===== config.mk =====
export PLATFORM = sky130hd
export DESIGN_NAME = imuldiv_mul_iter_param_flat
export DESIGN_NICKNAME = d
export VERILOG_FILES = /design/src/rtl/imuldiv_pkg.sv /design/src/rtl/imuldiv_mul_iter_param_if.sv /design/src/rtl/imuldiv_mul_iter_param_dpath.sv /design/src/rtl/imuldiv_mul_iter_param.sv /design/src/flat_wrapper.sv
export SDC_FILE = /design/constraint.sdc
export NUM_CORES = 1
export LEC_CHECK = 0
export ABC_CLOCK_PERIOD_IN_PS = 6240
export BUFFER_PORTS_ARGS = -buffer_cell sky130_fd_sc_hd__buf_2
export CAP_MARGIN = 20
export CORE_MARGIN = 3
export CORE_UTILIZATION = 55
export DETAILED_ROUTE_END_ITERATION = 8
export GPL_TIMING_DRIVEN = 0
export PLACE_DENSITY = 0.85
export SLEW_MARGIN = 20
export SYNTH_ARGS = -nofsm -noshare
export SYNTH_HDL_FRONTEND = slang
export SYNTH_SLANG_ARGS = --single-unit
export TNS_END_PERCENT = 1

===== constraint.sdc =====
create_clock -name clk -period 6.24 [get_ports clk]
set_input_delay 0.312 -clock clk [delete_from_list [all_inputs] [get_ports clk]]
set_output_delay 0.312 -clock clk [all_outputs]
set_load 0.02 [all_outputs]

===== src/rtl/imuldiv_pkg.sv =====
`default_nettype none
// ============================================================================
// Package : imuldiv_pkg
// Purpose : Shared definitions for the iterative imuldiv units: multiply
//           mode encodings, the IDLE/CALC/DONE state encoding and operand
//           signedness helpers.
// Ports   : none (package)
// Revision: 1.0 - initial release
// ============================================================================
package imuldiv_pkg;

  // Multiply modes; 2'b11 is reserved and behaves as unsigned*unsigned.
  localparam logic [1:0] MUL_SS = 2'b00;
  localparam logic [1:0] MUL_UU = 2'b01;
  localparam logic [1:0] MUL_SU = 2'b10;

  // 2'b11 is unreachable and is treated as IDLE by the FSMs.
  typedef enum logic [1:0] {
    ST_IDLE = 2'b00,
    ST_CALC = 2'b01,
    ST_DONE = 2'b10
  } state_t;

  function automatic logic mode_signed_a(input logic [1:0] mode);
    return (mode == MUL_SS) || (mode == MUL_SU);
  endfunction

  function automatic logic mode_signed_b(input logic [1:0] mode);
    return (mode == MUL_SS);
  endfunction

endpackage
`default_nettype wire


===== src/rtl/imuldiv_mul_iter_param_if.sv =====
`default_nettype none
// ============================================================================
// Interface : imuldiv_mul_iter_param_if
// Purpose   : val/rdy request/response bundle of the iterative multiplier.
// Signals   : mulreq_msg_a/b (WIDTH), mulreq_msg_mode (2), mulreq_val,
//             mulreq_rdy, mulresp_msg_result (2*WIDTH), mulresp_val,
//             mulresp_rdy, busy.
//             master = requester side, slave = multiplier side.
// Revision  : 1.0 - initial release
// ============================================================================
interface imuldiv_mul_iter_param_if #(
  parameter int WIDTH = 32
);
  logic [WIDTH-1:0]   mulreq_msg_a;
  logic [WIDTH-1:0]   mulreq_msg_b;
  logic [1:0]         mulreq_msg_mode;
  logic               mulreq_val;
  logic               mulreq_rdy;
  logic [2*WIDTH-1:0] mulresp_msg_result;
  logic               mulresp_val;
  logic               mulresp_rdy;
  logic               busy;

  modport master (
    output mulreq_msg_a, mulreq_msg_b, mulreq_msg_mode, mulreq_val, mulresp_rdy,
    input  mulreq_rdy, mulresp_msg_result, mulresp_val, busy
  );

  modport slave (
    input  mulreq_msg_a, mulreq_msg_b, mulreq_msg_mode, mulreq_val, mulresp_rdy,
    output mulreq_rdy, mulresp_msg_result, mulresp_val, busy
  );
endinterface
`default_nettype wire


===== src/rtl/imuldiv_mul_iter_param_dpath.sv =====
`default_nettype none
// ============================================================================
// Module  : imuldiv_mul_iter_param_dpath
// Purpose : Datapath of the iterative shift-add multiplier. Holds the
//           shifted multiplicand, remaining multiplier bits, partial product,
//           iteration counter and result sign; forms operand magnitudes on
//           load and the signed result on output.
// Ports   : clk, reset (async, active-low)
//           load   - capture operands (magnitudes) and clear partial product
//           step   - one iteration: shift a/b, decrement counter
//           add_en - accumulate a_reg during this step
//           a_in, b_in, mode - request operands
//           b_lsb, b_zero, cntr_zero - status to control
//           result - final signed/unsigned product (2*WIDTH)
// Revision: 1.0 - initial release
// ============================================================================
module imuldiv_mul_iter_param_dpath
  import imuldiv_pkg::*;
#(
  parameter int WIDTH = 32
) (
  input  wire logic               clk,
  input  wire logic               reset,
  input  wire logic               load,
  input  wire logic               step,
  input  wire logic               add_en,
  input  wire logic [WIDTH-1:0]   a_in,
  input  wire logic [WIDTH-1:0]   b_in,
  input  wire logic [1:0]         mode,
  output logic                    b_lsb,
  output logic                    b_zero,
  output logic                    cntr_zero,
  output logic [2*WIDTH-1:0]      result
);

  localparam int CW = $clog2(WIDTH);

  logic [2*WIDTH-1:0] a_reg;
  logic [2*WIDTH-1:0] result_reg;
  logic [WIDTH-1:0]   b_reg;
  logic [CW-1:0]      counter;
  logic               sign_reg;

  logic               neg_a;
  logic               neg_b;
  logic [WIDTH-1:0]   a_mag;
  logic [WIDTH-1:0]   b_mag;

  // Magnitude of -2^(WIDTH-1) is 2^(WIDTH-1), which still fits as unsigned.
  always_comb begin
    neg_a = mode_signed_a(mode) && a_in[WIDTH-1];
    neg_b = mode_signed_b(mode) && b_in[WIDTH-1];
    a_mag = neg_a ? -a_in : a_in;
    b_mag = neg_b ? -b_in : b_in;
  end

  always_ff @(posedge clk or negedge reset) begin
    if (!reset) begin
      a_reg      <= '0;
      b_reg      <= '0;
      result_reg <= '0;
      counter    <= '0;
      sign_reg   <= 1'b0;
    end else if (load) begin
      a_reg      <= {{WIDTH{1'b0}}, a_mag};
      b_reg      <= b_mag;
      result_reg <= '0;
      counter    <= CW'(WIDTH - 1);
      sign_reg   <= neg_a ^ neg_b;
    end else if (step) begin
      if (add_en) begin
        result_reg <= result_reg + a_reg;
      end
      a_reg   <= a_reg << 1;
      b_reg   <= b_reg >> 1;
      counter <= counter - CW'(1);
    end
  end

  always_comb begin
    b_lsb     = b_reg[0];
    b_zero    = (b_reg == '0);
    cntr_zero = (counter == '0);
    result    = sign_reg ? -result_reg : result_reg;
  end

endmodule
`default_nettype wire


===== src/rtl/imuldiv_mul_iter_param.sv =====
`default_nettype none
// ============================================================================
// Module  : imuldiv_mul_iter_param
// Purpose : Width-generic iterative shift-add multiplier (mul/mulhu/mulhsu
//           modes) behind a val/rdy request/response interface, one op in
//           flight. Optional early exit once the remaining multiplier bits
//           are all zero.
// Ports   : clk   - clock
//           reset - asynchronous, active-low reset
//           io    - imuldiv_mul_iter_param_if.slave (request, response, busy)
// Revision: 1.0 - initial release
// ============================================================================
module imuldiv_mul_iter_param
  import imuldiv_pkg::*;
#(
  parameter int WIDTH      = 32,
  parameter int EARLY_TERM = 1
) (
  input wire logic               clk,
  input wire logic               reset,
  imuldiv_mul_iter_param_if.slave io
);

  state_t state;
  logic   req_rdy;
  logic   resp_val;
  logic   busy_r;

  logic   b_lsb;
  logic   b_zero;
  logic   cntr_zero;
  logic   load;
  logic   step;
  logic   add_en;
  logic   early_exit;
  logic   calc_exit;

  always_comb begin
    early_exit = (EARLY_TERM != 0) && b_zero;
    calc_exit  = early_exit || cntr_zero;
    load       = (state == ST_IDLE) && io.mulreq_val && req_rdy;
    // An early-exit cycle does no work; it only moves the FSM to DONE.
    step       = (state == ST_CALC) && !early_exit;
    add_en     = step && b_lsb;
  end

  // Handshake outputs are registered alongside the state so they change
  // exactly with the state transition.
  always_ff @(posedge clk or negedge reset) begin
    if (!reset) begin
      state    <= ST_IDLE;
      req_rdy  <= 1'b1;
      resp_val <= 1'b0;
      busy_r   <= 1'b0;
    end else begin
      case (state)
        ST_IDLE: begin
          if (load) begin
            state   <= ST_CALC;
            req_rdy <= 1'b0;
            busy_r  <= 1'b1;
          end
        end
        ST_CALC: begin
          if (calc_exit) begin
            state    <= ST_DONE;
            resp_val <= 1'b1;
          end
        end
        ST_DONE: begin
          // Ready rises only after the response handshake, leaving a
          // deliberate one-cycle bubble before the next accept.
          if (io.mulresp_rdy) begin
            state    <= ST_IDLE;
            resp_val <= 1'b0;
            busy_r   <= 1'b0;
            req_rdy  <= 1'b1;
          end
        end
        default: begin
          state    <= ST_IDLE;
          req_rdy  <= 1'b1;
          resp_val <= 1'b0;
          busy_r   <= 1'b0;
        end
      endcase
    end
  end

  assign io.mulreq_rdy  = req_rdy;
  assign io.mulresp_val = resp_val;
  assign io.busy        = busy_r;

  imuldiv_mul_iter_param_dpath #(
    .WIDTH (WIDTH)
  ) u_dpath (
    .clk       (clk),
    .reset     (reset),
    .load      (load),
    .step      (step),
    .add_en    (add_en),
    .a_in      (io.mulreq_msg_a),
    .b_in      (io.mulreq_msg_b),
    .mode      (io.mulreq_msg_mode),
    .b_lsb     (b_lsb),
    .b_zero    (b_zero),
    .cntr_zero (cntr_zero),
    .result    (io.mulresp_msg_result)
  );

endmodule
`default_nettype wire


===== src/flat_wrapper.sv =====
// flat-port wrapper written by rule: the top's interface ports become plain ports
module imuldiv_mul_iter_param_flat import imuldiv_pkg::*;
#(
  parameter int WIDTH      = 32,
  parameter int EARLY_TERM = 1
)
  (clk, reset, io_mulreq_msg_a, io_mulreq_msg_b, io_mulreq_msg_mode, io_mulreq_val, io_mulresp_rdy, io_mulreq_rdy, io_mulresp_msg_result, io_mulresp_val, io_busy);
  imuldiv_mul_iter_param_if #(.WIDTH(WIDTH)) io_i ();
  input wire logic clk;
  input wire logic reset;
  input wire logic [$bits(io_i.mulreq_msg_a)-1:0] io_mulreq_msg_a;
  input wire logic [$bits(io_i.mulreq_msg_b)-1:0] io_mulreq_msg_b;
  input wire logic [$bits(io_i.mulreq_msg_mode)-1:0] io_mulreq_msg_mode;
  input wire logic [$bits(io_i.mulreq_val)-1:0] io_mulreq_val;
  input wire logic [$bits(io_i.mulresp_rdy)-1:0] io_mulresp_rdy;
  output wire logic [$bits(io_i.mulreq_rdy)-1:0] io_mulreq_rdy;
  output wire logic [$bits(io_i.mulresp_msg_result)-1:0] io_mulresp_msg_result;
  output wire logic [$bits(io_i.mulresp_val)-1:0] io_mulresp_val;
  output wire logic [$bits(io_i.busy)-1:0] io_busy;
  assign io_i.mulreq_msg_a = io_mulreq_msg_a;
  assign io_i.mulreq_msg_b = io_mulreq_msg_b;
  assign io_i.mulreq_msg_mode = io_mulreq_msg_mode;
  assign io_i.mulreq_val = io_mulreq_val;
  assign io_i.mulresp_rdy = io_mulresp_rdy;
  assign io_mulreq_rdy = io_i.mulreq_rdy;
  assign io_mulresp_msg_result = io_i.mulresp_msg_result;
  assign io_mulresp_val = io_i.mulresp_val;
  assign io_busy = io_i.busy;
  imuldiv_mul_iter_param #(.WIDTH(WIDTH), .EARLY_TERM(EARLY_TERM)) u_core (.clk(clk), .reset(reset), .io(io_i));
endmodule

==> qor.csv <==
stage,metric,value,unit
clocking,Root Driver,clkbuf_16,
floorplan,Site Rows,56,
floorplan,Placeable Area,23600,um2
layout,final net count,1963,
critical_path,Worst Path Arrival,3.86,ns
floorplan,die width,161,um
timing,final slew viol count,0,
timing,fin crit share,66.9,%
global_route,largest net degree at the start of global routing,70,
outcome,status,finished clean,
routing,WL final,42.6,mm
placement,GP Congestion,1.00,
floorplan,die height,161,um
routing,drt first-iter violations,1279,
critical_path,CP required,5.93,ns
clocking,clock slew at reported path FFs,0.07,ns
timing,Worst slew margin,35.1,%
timing,RSZ-0062 raised after global routing,no,
layout,most frequent cells in the layout,"246 x nand2_1, 170 x dfrtp_1, 164 x o21ai_0",
timing,Final TNS setup,0,ns
timing,Final Skew,0.00948,ns
global_route,vias in the first global route,12818,
routing,detailed-route wire length per cell,19.7,um
routing,via count,13629,
global_route,Total Routing Usage GR,32.1,%
clocking,"Hold-fix buffers, CTS",1,
timing,fmax,240,MHz
logic_synthesis,number of flops mapped to enable cells by yosys,0,
routing,post-route antenna net violation count,0,
clocking,clock tree sinks,171,
logic_synthesis,"Distinct cells, synth",76,
routing,DR pass1 iterations,5,
logic_synthesis,synthesized instance count,1666,
placement,Port Buf Inserts,136,
power_and_ir_drop,Max VDD drop,0.000269,V
floorplan,io pins,137,
critical_path,Setup CP Type,reg -> out,
min_path,HP Class,in -> reg,
clocking,worst-case clock buffer depth,2,
floorplan,starting density of the core,56.3,%
logic_synthesis,average size of a mapped cell,7.98,um2
logic_synthesis,post-synthesis cell area,13300,um2
global_route,first-pass GRT wire length,67.3,mm
power_and_ir_drop,cell area power density,523,nW/um2
power_and_ir_drop,leakage power,6.44,nW
logic_synthesis,warnings from Yosys,0,
routing,Via density,6.32,
critical_path,Startpoint Class,flop,
clocking,CTS H-tree lvls,4,
clocking,CTS tree,yes,
clocking,post-CTS sizing,0,
layout,layout cells sized above 1,11.4,%
layout,Area Overhead vs Synth,13.0,%
logic_synthesis,Main synth FF type,dfrtp_1,
timing,Final Hold Viols,0,
timing,crit path time final,4.17,ns
critical_path,CP max FO,5,
clocking,Worst-Skew Late Latency,0.44,ns
floorplan,DIE AREA,26100,um2
logic_synthesis,fraction of registers with async set or reset after synthesis,100,%
logic_synthesis,Yosys reg bits,171,
clocking,CTS Buf Count,17,
critical_path,Crit. End Element,output port,
routing,# DRC,0,
timing,# setup viols final,0,
logic_synthesis,Syn Nets,1805,
global_route,grt total ovfl,0,
global_route,antenna violations before repair,2,
timing,Worst Tran Pin Value,0.965,ns
placement,post-detail-place hpwl,33.3,mm
power_and_ir_drop,total power,7.85,mW
clocking,Setup Buffers After CTS,0,
layout,"commonest non-fill, non-tap cell in the layout",nand2_1,
logic_synthesis,sequential share of the synthesized area,32.2,%
run,Max-Cap Viols,0,
-- critical path: stages, from the launching register on --
cell and delay, ns:
dfrtp_1 0.48, or4_4 0.59, nor4_2 0.23, nand4bb_1 0.25
nor2_2 0.23, nand3_2 0.15, or3_1 0.48, or4_1 0.47
o21ai_1 0.14, nand2_1 0.08, xor2_1 0.16, buf_2 0.16
-- power by group --
part	total, mW	switching, mW	internal [mW]	leakage, nW
clock network	1.04	0.487	0.557	0.262
registers	2.22	0.649	1.57	2.19
logic	4.58	2.92	1.67	3.98
total	7.85	4.05	3.80	6.44
-- path summary, 6_finish.rpt --
| path | slack, ns | endpoint | startpoint | cells after the start |
|---|---|---|---|---|
| max | 2.07 | io_mulresp_msg_result[60] | u_core.u_dpath.result_reg[14] | 11 |
| min | 0.18 | u_core.u_dpath.b_reg[31] | io_mulreq_msg_b[31] | 3 |
| max reg2reg | 2.13 | u_core.u_dpath.result_reg[57] | u_core.u_dpath.result_reg[6] | 11 |
| min reg2reg | 0.49 | u_core.io.busy | u_core.io.busy | 2 |
| max in group asynchronous | 5.15 | u_core.io.mulreq_rdy | reset | 3 |
| min in group asynchronous | 0.38 | u_core.u_dpath.result_reg[20] | reset | 2 |
-- synthesized netlist by cell type (all sizes together) (3+ instances only) --
library cell,n,share of area (%)
or3,19,0.89
nand2b,13,0.61
and4,3,0.20
nor2,106,3.1
nor3,17,0.64
ha,68,6.4
clkbuf,94,2.7
a21oi,124,4.7
a211o,3,0.20
nand4,29,1.4
nand3,82,3.2
xor2,56,3.7
o41ai,17,1.3
xnor2,124,8.2
a22oi,18,1.0
o21bai,14,0.79
o31ai,37,2.4
or2,13,0.63
o2111a,3,0.25
or4,16,1.0
o21a,10,0.56
nand2,247,7.0
o21ai,169,6.4
and3,8,0.38
a21o,25,1.4
nor4,24,1.2
a211oi,8,0.45
a31oi,49,2.3
o211ai,3,0.17
o22ai,3,0.14
nor2b,6,0.28
a221o,3,0.23
nor4b,3,0.20
buf,10,0.37
a31o,3,0.20
inv,32,0.90
dfrtp,170,32
a21boi,3,0.17
and2,6,0.28
-- cells by family (layout without fill, tap and decap cells) --
family	after synthesis	count (layout)	synth area share, %
buffers and inverters	136	307	3.93
adder cells (fa/ha/maj)	69	69	6.55
multiplexers	1	1	0.0753
AO/OA/AOI/OAI	510	510	23.8
flip-flops	171	171	32.2
XOR/XNOR	180	180	11.9
other	0	2	0
AND/OR/NAND/NOR	599	599	21.5
-- layer usage --
metal / vias to the layer above / global-route usage [%] / share of wire (%)
met3: 103 / 7.28 / 9.6
met5: - / 0 / 0.049
met1: 6508 / 43.5 / 42
met2: 672 / 51.3 / 46
met4: 4 / 10.7 / 2.7
li1: 6342 / - / -
-- stage by stage --
stage / hold WS, ns / area (um2) / utilization [%] / setup WS, ns / cells
CTS: 0.166 / 15000 / 63.6 / 2.08 / 2156
global route: 0.175 / 15000 / 63.6 / 1.86 / 2156
finish: 0.176 / 15000 / 63.6 / 2.07 / 2158
detailed placement: 0.242 / 14400 / 61.1 / 2.31 / 2123
floorplan: 0.0164 / 13300 / - / 2.95 / 1666
global placement: 0.465 / 14400 / 60.9 / 2.23 / 2121
-- cell type report --
type	instances	area, um2
Fill cell	2045	8600
Multi-Input combinational cell	1359	8490
Sequential cell	171	4280
Timing Repair Buffer	139	756
Clock buffer	18	429
Buffer	104	402
Tap cell	319	399
Clock inverter	14	136
Inverter	32	120
Antenna cell	2	5.00
Note: power is estimated with default switching activity, not from simulation.
